===== src/rtl/mem_arbiter_if.sv =====
// mem_arbiter_if: requester-side and memory-side signals of the shared-memory
// arbiter bundled into one interface.
//   slave  - arbiter view (consumes requests and memory responses)
//   master - environment view (issues requests, plays the backing memory)
interface mem_arbiter_if #(
    parameter int CHANNELS = 2,
    parameter int ADDR_W   = 32,
    parameter int DATA_W   = 32
);
    logic [CHANNELS-1:0]        req_rd;
    logic [CHANNELS-1:0]        req_wd;
    logic [CHANNELS*ADDR_W-1:0] req_addr;
    logic [CHANNELS*DATA_W-1:0] req_wdata;
    logic [CHANNELS*DATA_W-1:0] rsp_data;
    logic [CHANNELS-1:0]        rsp_wait;
    logic [CHANNELS-1:0]        rsp_segv;
    logic                       mem_req;
    logic                       mem_we;
    logic [ADDR_W-1:0]          mem_addr;
    logic [DATA_W-1:0]          mem_wdata;
    logic                       mem_ack;
    logic [DATA_W-1:0]          mem_rdata;

    modport slave (
        input  req_rd, req_wd, req_addr, req_wdata, mem_ack, mem_rdata,
        output rsp_data, rsp_wait, rsp_segv, mem_req, mem_we, mem_addr, mem_wdata
    );

    modport master (
        output req_rd, req_wd, req_addr, req_wdata, mem_ack, mem_rdata,
        input  rsp_data, rsp_wait, rsp_segv, mem_req, mem_we, mem_addr, mem_wdata
    );
endinterface


===== src/rtl/mem_arbiter.sv =====
// mem_arbiter: round-robin arbiter giving CHANNELS requesters one at a time
// access to a single backing memory.
//
// Optional feature: define MEM_SEGV_CHECK_EN to fault any grant whose address
// is >= LIMIT. A faulting grant never reaches memory; it goes straight to DONE
// with rsp_segv raised for the granted channel. Without the macro rsp_segv is
// tied low and every address is forwarded. The limit compare is done at 64
// bits, so ADDR_W is expected to be at most 64.
//
// state | meaning
// IDLE  | sample requests, pick next channel after the last grant
// BUSY  | memory access in flight, mem_req held until mem_ack
// DONE  | one-cycle completion; rsp_wait of the granted channel drops
module mem_arbiter #(
    parameter int          CHANNELS = 2,
    parameter int          ADDR_W   = 32,
    parameter int          DATA_W   = 32,
    parameter logic [31:0] LIMIT    = 32'h0001_0000
) (
    input  logic         clk,
    input  logic         rst_n,
    mem_arbiter_if.slave bus
);

    localparam int PTR_W = (CHANNELS > 1) ? $clog2(CHANNELS) : 1;

    localparam logic [1:0] IDLE = 2'd0;
    localparam logic [1:0] BUSY = 2'd1;
    localparam logic [1:0] DONE = 2'd2;

    if (CHANNELS < 1 || CHANNELS > 8) begin : g_bad_channels
        $error("mem_arbiter: CHANNELS must be within 1..8");
    end
    if (LIMIT == 32'd0) begin : g_bad_limit
        $error("mem_arbiter: a LIMIT of zero would reject every address");
    end

    logic [1:0]          state;
    logic [1:0]          state_nxt;
    logic [PTR_W-1:0]    ptr_q;
    logic [PTR_W-1:0]    grant_q;
    logic [ADDR_W-1:0]   addr_q;
    logic [DATA_W-1:0]   wdata_q;
    logic                we_q;
    logic [DATA_W-1:0]   rsp_data_q [CHANNELS];

    logic [CHANNELS-1:0] req_any;
    logic                grant_found;
    logic [PTR_W-1:0]    grant_idx;
    logic [PTR_W-1:0]    cand;
    logic [ADDR_W-1:0]   grant_addr;
    logic [DATA_W-1:0]   grant_wdata;
    logic                grant_we;
    logic                grant_fault;

    assign req_any = bus.req_rd | bus.req_wd;

    // Round-robin search starting one past the last granted channel.
    always_comb begin
        grant_found = 1'b0;
        grant_idx   = '0;
        cand        = '0;
        for (int k = 1; k <= CHANNELS; k++) begin
            cand = PTR_W'((int'(ptr_q) + k) % CHANNELS);
            if (!grant_found && req_any[cand]) begin
                grant_found = 1'b1;
                grant_idx   = cand;
            end
        end
    end

    // Read and write both set on one channel resolve to a write.
    assign grant_addr  = bus.req_addr[int'(grant_idx)*ADDR_W +: ADDR_W];
    assign grant_wdata = bus.req_wdata[int'(grant_idx)*DATA_W +: DATA_W];
    assign grant_we    = bus.req_wd[grant_idx];

`ifdef MEM_SEGV_CHECK_EN
    assign grant_fault = (64'(grant_addr) >= 64'(LIMIT));
`else
    assign grant_fault = 1'b0;
`endif

    // Next-state logic; requests are only looked at in IDLE.
    always_comb begin
        state_nxt = state;
        case (state)
            IDLE: begin
                if (grant_found) begin
                    state_nxt = grant_fault ? DONE : BUSY;
                end
            end
            BUSY: begin
                if (bus.mem_ack) begin
                    state_nxt = DONE;
                end
            end
            DONE:    state_nxt = IDLE;
            default: state_nxt = IDLE;
        endcase
    end

    // State register plus the grant snapshot that drives memory during BUSY.
    always_ff @(posedge clk or negedge rst_n) begin
        if (!rst_n) begin
            state   <= IDLE;
            ptr_q   <= PTR_W'(CHANNELS - 1);
            grant_q <= '0;
            addr_q  <= '0;
            wdata_q <= '0;
            we_q    <= 1'b0;
        end else begin
            state <= state_nxt;
            if (state == IDLE && grant_found) begin
                ptr_q   <= grant_idx;
                grant_q <= grant_idx;
                addr_q  <= grant_addr;
                wdata_q <= grant_wdata;
                we_q    <= grant_we;
            end
        end
    end

    // Load data lands in the granted channel's register only on a read ack.
    always_ff @(posedge clk or negedge rst_n) begin
        if (!rst_n) begin
            for (int i = 0; i < CHANNELS; i++) begin
                rsp_data_q[i] <= '0;
            end
        end else if (state == BUSY && bus.mem_ack && !we_q) begin
            rsp_data_q[grant_q] <= bus.mem_rdata;
        end
    end

`ifdef MEM_SEGV_CHECK_EN
    logic fault_q;

    // Remember whether the current grant faulted so DONE can flag it.
    always_ff @(posedge clk or negedge rst_n) begin
        if (!rst_n) begin
            fault_q <= 1'b0;
        end else if (state == IDLE && grant_found) begin
            fault_q <= grant_fault;
        end
    end
`endif

    assign bus.mem_req   = (state == BUSY);
    assign bus.mem_we    = (state == BUSY) && we_q;
    assign bus.mem_addr  = addr_q;
    assign bus.mem_wdata = wdata_q;

    for (genvar i = 0; i < CHANNELS; i++) begin : g_chan
        assign bus.rsp_data[i*DATA_W +: DATA_W] = rsp_data_q[i];
        assign bus.rsp_wait[i] = req_any[i] && !(state == DONE && int'(grant_q) == i);
`ifdef MEM_SEGV_CHECK_EN
        assign bus.rsp_segv[i] = (state == DONE) && fault_q && (int'(grant_q) == i);
`else
        assign bus.rsp_segv[i] = 1'b0;
`endif
    end

endmodule


===== src/flat_wrapper.sv =====
// flat-port wrapper written by rule: the top's interface ports become plain ports
module mem_arbiter_flat 
#(
    parameter int          CHANNELS = 2,
    parameter int          ADDR_W   = 32,
    parameter int          DATA_W   = 32,
    parameter logic [31:0] LIMIT    = 32'h0001_0000
)
  (clk, rst_n, bus_req_rd, bus_req_wd, bus_req_addr, bus_req_wdata, bus_mem_ack, bus_mem_rdata, bus_rsp_data, bus_rsp_wait, bus_rsp_segv, bus_mem_req, bus_mem_we, bus_mem_addr, bus_mem_wdata);
  mem_arbiter_if #(.CHANNELS(CHANNELS), .ADDR_W(ADDR_W), .DATA_W(DATA_W)) bus_i ();
  input  logic clk;
  input  logic rst_n;
  input wire logic [$bits(bus_i.req_rd)-1:0] bus_req_rd;
  input wire logic [$bits(bus_i.req_wd)-1:0] bus_req_wd;
  input wire logic [$bits(bus_i.req_addr)-1:0] bus_req_addr;
  input wire logic [$bits(bus_i.req_wdata)-1:0] bus_req_wdata;
  input wire logic [$bits(bus_i.mem_ack)-1:0] bus_mem_ack;
  input wire logic [$bits(bus_i.mem_rdata)-1:0] bus_mem_rdata;
  output wire logic [$bits(bus_i.rsp_data)-1:0] bus_rsp_data;
  output wire logic [$bits(bus_i.rsp_wait)-1:0] bus_rsp_wait;
  output wire logic [$bits(bus_i.rsp_segv)-1:0] bus_rsp_segv;
  output wire logic [$bits(bus_i.mem_req)-1:0] bus_mem_req;
  output wire logic [$bits(bus_i.mem_we)-1:0] bus_mem_we;
  output wire logic [$bits(bus_i.mem_addr)-1:0] bus_mem_addr;
  output wire logic [$bits(bus_i.mem_wdata)-1:0] bus_mem_wdata;
  assign bus_i.req_rd = bus_req_rd;
  assign bus_i.req_wd = bus_req_wd;
  assign bus_i.req_addr = bus_req_addr;
  assign bus_i.req_wdata = bus_req_wdata;
  assign bus_i.mem_ack = bus_mem_ack;
  assign bus_i.mem_rdata = bus_mem_rdata;
  assign bus_rsp_data = bus_i.rsp_data;
  assign bus_rsp_wait = bus_i.rsp_wait;
  assign bus_rsp_segv = bus_i.rsp_segv;
  assign bus_mem_req = bus_i.mem_req;
  assign bus_mem_we = bus_i.mem_we;
  assign bus_mem_addr = bus_i.mem_addr;
  assign bus_mem_wdata = bus_i.mem_wdata;
  mem_arbiter #(.CHANNELS(CHANNELS), .ADDR_W(ADDR_W), .DATA_W(DATA_W), .LIMIT(LIMIT)) u_core (.clk(clk), .rst_n(rst_n), .bus(bus_i));
endmodule

===== config.mk =====
export PLATFORM = sky130hd
export DESIGN_NAME = mem_arbiter_flat
export DESIGN_NICKNAME = d
export VERILOG_FILES = /design/src/rtl/mem_arbiter_if.sv /design/src/rtl/mem_arbiter.sv /design/src/flat_wrapper.sv
export SDC_FILE = /design/constraint.sdc
export NUM_CORES = 1
export LEC_CHECK = 0
export CORE_AREA = 2 2 126 128
export DETAILED_ROUTE_END_ITERATION = 12
export DIE_AREA = 0 0 128 130
export MAX_ROUTING_LAYER = met4
export PLACE_DENSITY = 0.79
export SLEW_MARGIN = 20
export SYNTH_ARGS = -nofsm -noshare
export SYNTH_HDL_FRONTEND = slang
export SYNTH_SLANG_ARGS = --single-unit
export TNS_END_PERCENT = 1

===== constraint.sdc =====
create_clock -name clk -period 1.7 [get_ports clk]
set_input_delay 0.425 -clock clk [delete_from_list [all_inputs] [get_ports clk]]
set_output_delay 0.425 -clock clk [all_outputs]
set_load 0.01 [all_outputs]

=== Word-level counts from Yosys, hierarchy flattened ===
Cells that the tools add are included.

* Bits in read-only memories: 0
* Latch bits: 0
* Register bits: 133
* Memory bits (writable): 0
* Logic and storage cells: 56
* Output and inout bits: 134
* Memories: 0

* Order comparisons: 5
* Multiply operators: 0
* Equal/unequal tests: 4
* Divide/modulo/power cells: 0
* Muxes and demuxes: 16
* Shift-type cells: 2
* Reduce and logical (&&, ||, !) cells: 16
* Add/subtract/negate cells: 2
* Bitwise operators: 3

{| class="wikitable"
|+ Operators with widths
! cell !! number
|-
| $shiftx A64 B7 Y32 || 2
|-
| $bwmux W64 || 1
|-
| $demux W32 S1 || 1
|-
| $mux W32 || 1
|-
| $logic_and A1 B1 Y1 || 10
|-
| $mux W1 || 10
|-
| $lt A1 B2 Y1 const B || 3
|-
| $logic_not A1 Y1 || 4
|-
| $mux W2 || 2
|-
| $pmux W2 S2 || 1
|-
| $add A1 B1 Y1 const B || 2
|-
| $eq A2 B1 Y1 const B || 1
|-
| $eq A2 B2 Y1 const B || 1
|-
| $ge A2 B2 Y1 const B || 1
|-
| $logic_not A2 Y1 || 1
|-
| $lt A2 B1 Y1 const B || 1
|-
| $ne A2 B1 Y1 const B || 1
|-
| $ne A2 B2 Y1 const B || 1
|-
| $not A1 Y2 || 1
|-
| $or A2 B2 Y2 || 1
|-
| $reduce_and A2 Y1 || 1
|-
| $not A1 Y1 || 1
|}

=== Longest topological paths before layout ===
* Depth in word-level cells: 9
* Mapped depth: 6
* Gate-level depth less buffers: 3

=== Worst setup path before layout ===
OpenSTA, ideal clock, no wires.

* Path kind: reg2reg
* From: register u_core.state[1]
* To: register u_core.rsp_data_q (netlist bit u_core.bus.rsp_data[0])
* Period minus slack after synthesis: 1.555 ns
* Data required time: 1.572 ns
* Arrival: 1.428 ns
* Library setup time: 0.128 ns
* Path slack: 0.145 ns
* Cell stages (with the launch flop): 6
* Buffers on the path: 2
* Cells stage by stage: dfrtp_1 -> nor2b_2 -> and4b_1 -> buf_2 -> buf_4 -> mux2_1

* Longest elaborated chain between the ends: 3

{| class="wikitable"
|+ Ends and longest elaborated chain
! what !! line !! source
|-
| start, declared || mem_arbiter.sv:38 || <nowiki>logic [1:0] state;</nowiki>
|-
| start signal, assigned || mem_arbiter.sv:112 || <nowiki>state <= state_nxt;</nowiki>
|-
| $eq A2 B1 Y1 || - ||
|-
| net bus_mem_req || flat_wrapper.sv:22 || <nowiki>output wire logic [$bits(bus_i.mem_req)-1:0] bus_mem_req;</nowiki>
|-
| $logic_and A1 B1 Y1 (2 in a row) || mem_arbiter.sv:129 || <nowiki>end else if (state == BUSY && bus.mem_ack && !we_q) begin</nowiki>
|-
| end signal, assigned by index || mem_arbiter.sv:130 || <nowiki>rsp_data_q[grant_q] <= bus.mem_rdata;</nowiki>
|-
| end, declared || mem_arbiter.sv:45 || <nowiki>logic [DATA_W-1:0] rsp_data_q [CHANNELS];</nowiki>
|}

The timed path passes the listed nets, and every way through them passes these cells.
A chain may end at the register's enable or synchronous reset.

=== Worst setup path in the final report ===
* From: input port bus_req_wd[0]
* To: output port bus_rsp_wait[0]

* Longest elaborated chain between the ends: 2

{| class="wikitable"
|+ Ends and longest elaborated chain
! what !! line !! source
|-
| start, declared || flat_wrapper.sv:14 || <nowiki>input wire logic [$bits(bus_i.req_wd)-1:0] bus_req_wd;</nowiki>
|-
| $or A2 B2 Y2 || mem_arbiter.sv:56 || <nowiki>assign req_any = bus.req_rd | bus.req_wd;</nowiki>
|-
| $logic_and A1 B1 Y1 || mem_arbiter.sv:154 || <nowiki>assign bus.rsp_wait[i] = req_any[i] && !(state == DONE && int'(grant_q) == i);</nowiki>
|-
| end, declared || flat_wrapper.sv:20 || <nowiki>output wire logic [$bits(bus_i.rsp_wait)-1:0] bus_rsp_wait;</nowiki>
|}

No other way between the ends.

==> key figures <==
Run status
  • Status: finished, final reports clean

Global route
  • Initial antenna violation count: 0
  • GR Util All Layers: 24.0%
  • First-pass GRT wire length: 30100 um
  • Pin count of the biggest net entering global routing: 90
  • Vias in the first global route: 5650
  • Grt ovf: 0

Layout
  • Commonest non-fill, non-tap cells in the layout: clkdlybuf4s50_1, dfrtp_1, dlygate4sd2_1, o21ai_0, a311oi_1
  • Ratio of cells with drive above 1 in the final layout: 14.3%
  • Final Instance Count excl. Fillers: 967
  • Nets: 929
  • Final Core Density: 63.5%
  • Most common cell after layout, fill and taps aside: clkdlybuf4s50_1
  • Multi-input gate area: 2400 um2
  • Synth-to-layout area growth: 63.8%
  • Design area: 9790 um2
  • Fillers: 1225
  • Diode count: 0
  • Reg area: 3330 um2

Synth
  • Ranking of synthesized cells by area: dfrtp_1, a311oi_1, a2bb2oi_1
  • Number of synthesized flops with an enable pin: 0
  • Ys async rst share: 100%
  • Dominant synthesized flop cell: dfrtp_1
  • Post-synth top area share: 55.2%
  • Syn Inst Count: 475
  • Area leader, netlist: dfrtp_1
  • Cell variety after synth: 32
  • Mapped Avg Cell Area: 12.6 um2
  • Syn. warnings: 0
  • Yosys reg bits: 133
  • Mapped cell area: 5980 um2
  • Sequential element share of the synthesized area: 55.7%

CTS
  • CTS buffer count: 17
  • # hold bufs at CTS: 0
  • Total clock sinks: 133
  • Clock Pin Slew Worst Setup and Hold Paths: 60 ps
  • H-tree depth: 4
  • Worst-Skew Late Latency: 410 ps
  • Clock buffer depth: 2
  • Clock root cell: clkbuf_16
  • CTS tree: built

Placement
  • Port Buffers: 298
  • Gp weighted congestion: 0.870
  • Dpl cells: 934
  • DP Area: 9290 um2
  • DP HPWL: 13800 um
  • Dpl ws: -546 ps

Setup path
  • CP Max Fanout: 2
  • Buf+Inv Stages, Crit Path: 2
  • Crit path kind: primary input to primary output
  • Largest delay share family, worst path: buffers and inverters
  • Crit-path slowest cell: clkdlybuf4s50_1
  • Worst EP required: 1270 ps
  • Crit-path max cell delay: 480 ps
  • Critical Path AT: 1260 ps
  • Cell breakdown of the critical path: clkdlybuf4s50_1 -> nor2_1 -> a31oi_1 -> buf_2
  • CP Capture Type: primary output
  • Critical Path Start Type: primary input

Timing
  • Fin Hold WS: 40.3 ps
  • Setup TNS: 0 ps
  • Layout Skew: 10.3 ps
  • Max_slew headroom: 58.4%
  • Final setup vio count: 0
  • Period utilisation layout: 99.4%
  • Final WS setup: 10.8 ps
  • Worst Tran Pin Value: 624 ps
  • Fmax: 592 MHz
  • Hold Vio Cnt, Final: 0
  • Tmin final: 1690 ps
  • Max-slew violations: 0
  • RSZ-0062 raised after global routing: yes

Power
  • Power Total: 17.8 mW
  • VDD IR-drop max: 0.784 mV
  • Power Density: 1810 nW/um2
  • P_leak: 4.08 nW

Detailed routing
  • Post-route DRC: 0
  • Drt first pass iters: 5
  • Routed len/inst: 20.4 um
  • Antenna violation net count after detailed routing: 0
  • Vias per std cell: 5.64
  • Total Wirelength: 19700 um
  • Starting DRT DRC Count: 262
  • Via count: 5451

Worst hold path
  • Worst hold path class: primary input to async pin

Floorplanning
  • Row count: 46
  • Die Area: 16600 um2
  • Placeable Area: 15400 um2
  • Die X: 128 um
  • Io pins: 301
  • Initial Utilization: 38.8%
  • Die H: 130 um

Run
  • Max Cap Viol: 0
==> flip-flops by register name, summed over array words and instances, names as in the netlist <==
| name | count |
|---|---|
| u_core.grant_q | 1 |
| u_core.bus.rsp_data | 64 |
| u_core.bus.mem_wdata | 32 |
| u_core.bus.mem_addr | 32 |
| u_core.we_q | 1 |
| u_core.ptr_q | 1 |
| u_core.state | 2 |
==> final timing paths <==
path / start / end / slack (ps) / cells past startpoint
worst max-delay path: bus_req_wd[0] / bus_rsp_wait[0] / 10 / 4
worst min-delay path: rst_n / u_core.bus.rsp_data[60] / 40 / 2
worst max register to register: u_core.state[1] / u_core.bus.rsp_data[20] / 60 / 5
worst min register to register: u_core.bus.rsp_data[25] / u_core.bus.rsp_data[25] / 480 / 1
max in group asynchronous: rst_n / u_core.bus.mem_wdata[13] / 1190 / 2
min in group clk: u_core.bus.rsp_data[25] / u_core.bus.rsp_data[25] / 480 / 1
==> report_power, final <==
group	switching (mW)	internal, mW
combinational	3.79	4.26
sequential	0.899	4.81
clock	1.44	2.56
==> synthesized netlist by cell type (3+ instances only) <==
cell	count
mux2_2	32
a2bb2oi_1	63
nor2_1	3
buf_1	3
buf_2	17
clkbuf_1	25
o21ai_0	63
or2_1	3
a311oi_1	64
dfrtp_1	132
o21ai_1	3
mux2_1	32
buf_4	11
==> routing by layer <==
layer / vias up / routed length (um) / track usage [%]
met5: - / 0 / -
met1: 2676 / 7730 / 28.4
met4: 0 / 650 / 10.9
met3: 49 / 1290 / 4.76
li1: 2449 / - / -
met2: 277 / 10100 / 39.8
==> repair_timing <==
action	CTS	global route
pin swaps	0	0
gates resized for setup	149	6
endpoints found under the setup margin	199	48
buffers inserted	0	1
==> kinds of logic (layout without fill, tap and decap cells) <==
| logic type | Yosys count | in the layout | synth area share, % |
|---|---|---|---|
| AO/OA/AOI/OAI | 202 | 202 | 25.3 |
| flip-flops | 133 | 133 | 55.7 |
| multiplexers | 64 | 64 | 12.1 |
| buffers and inverters | 60 | 359 | 5.06 |
| AND/OR/NAND/NOR | 15 | 15 | 1.84 |
| other | 1 | 2 | 0.0627 |
==> cell type report <==
| class | instances | area share, % |
|---|---|---|
| Timing Repair Buffer | 325 | 32.3 |
| Multi-Input combinational cell | 283 | 24.6 |
| Tap cell | 192 | 2.45 |
| Clock buffer | 19 | 4.62 |
| Inverter | 2 | 0.0766 |
| Sequential cell | 133 | 34.0 |
| Clock inverter | 13 | 1.98 |
No activity file was read; power rests on OpenSTA's default activity.
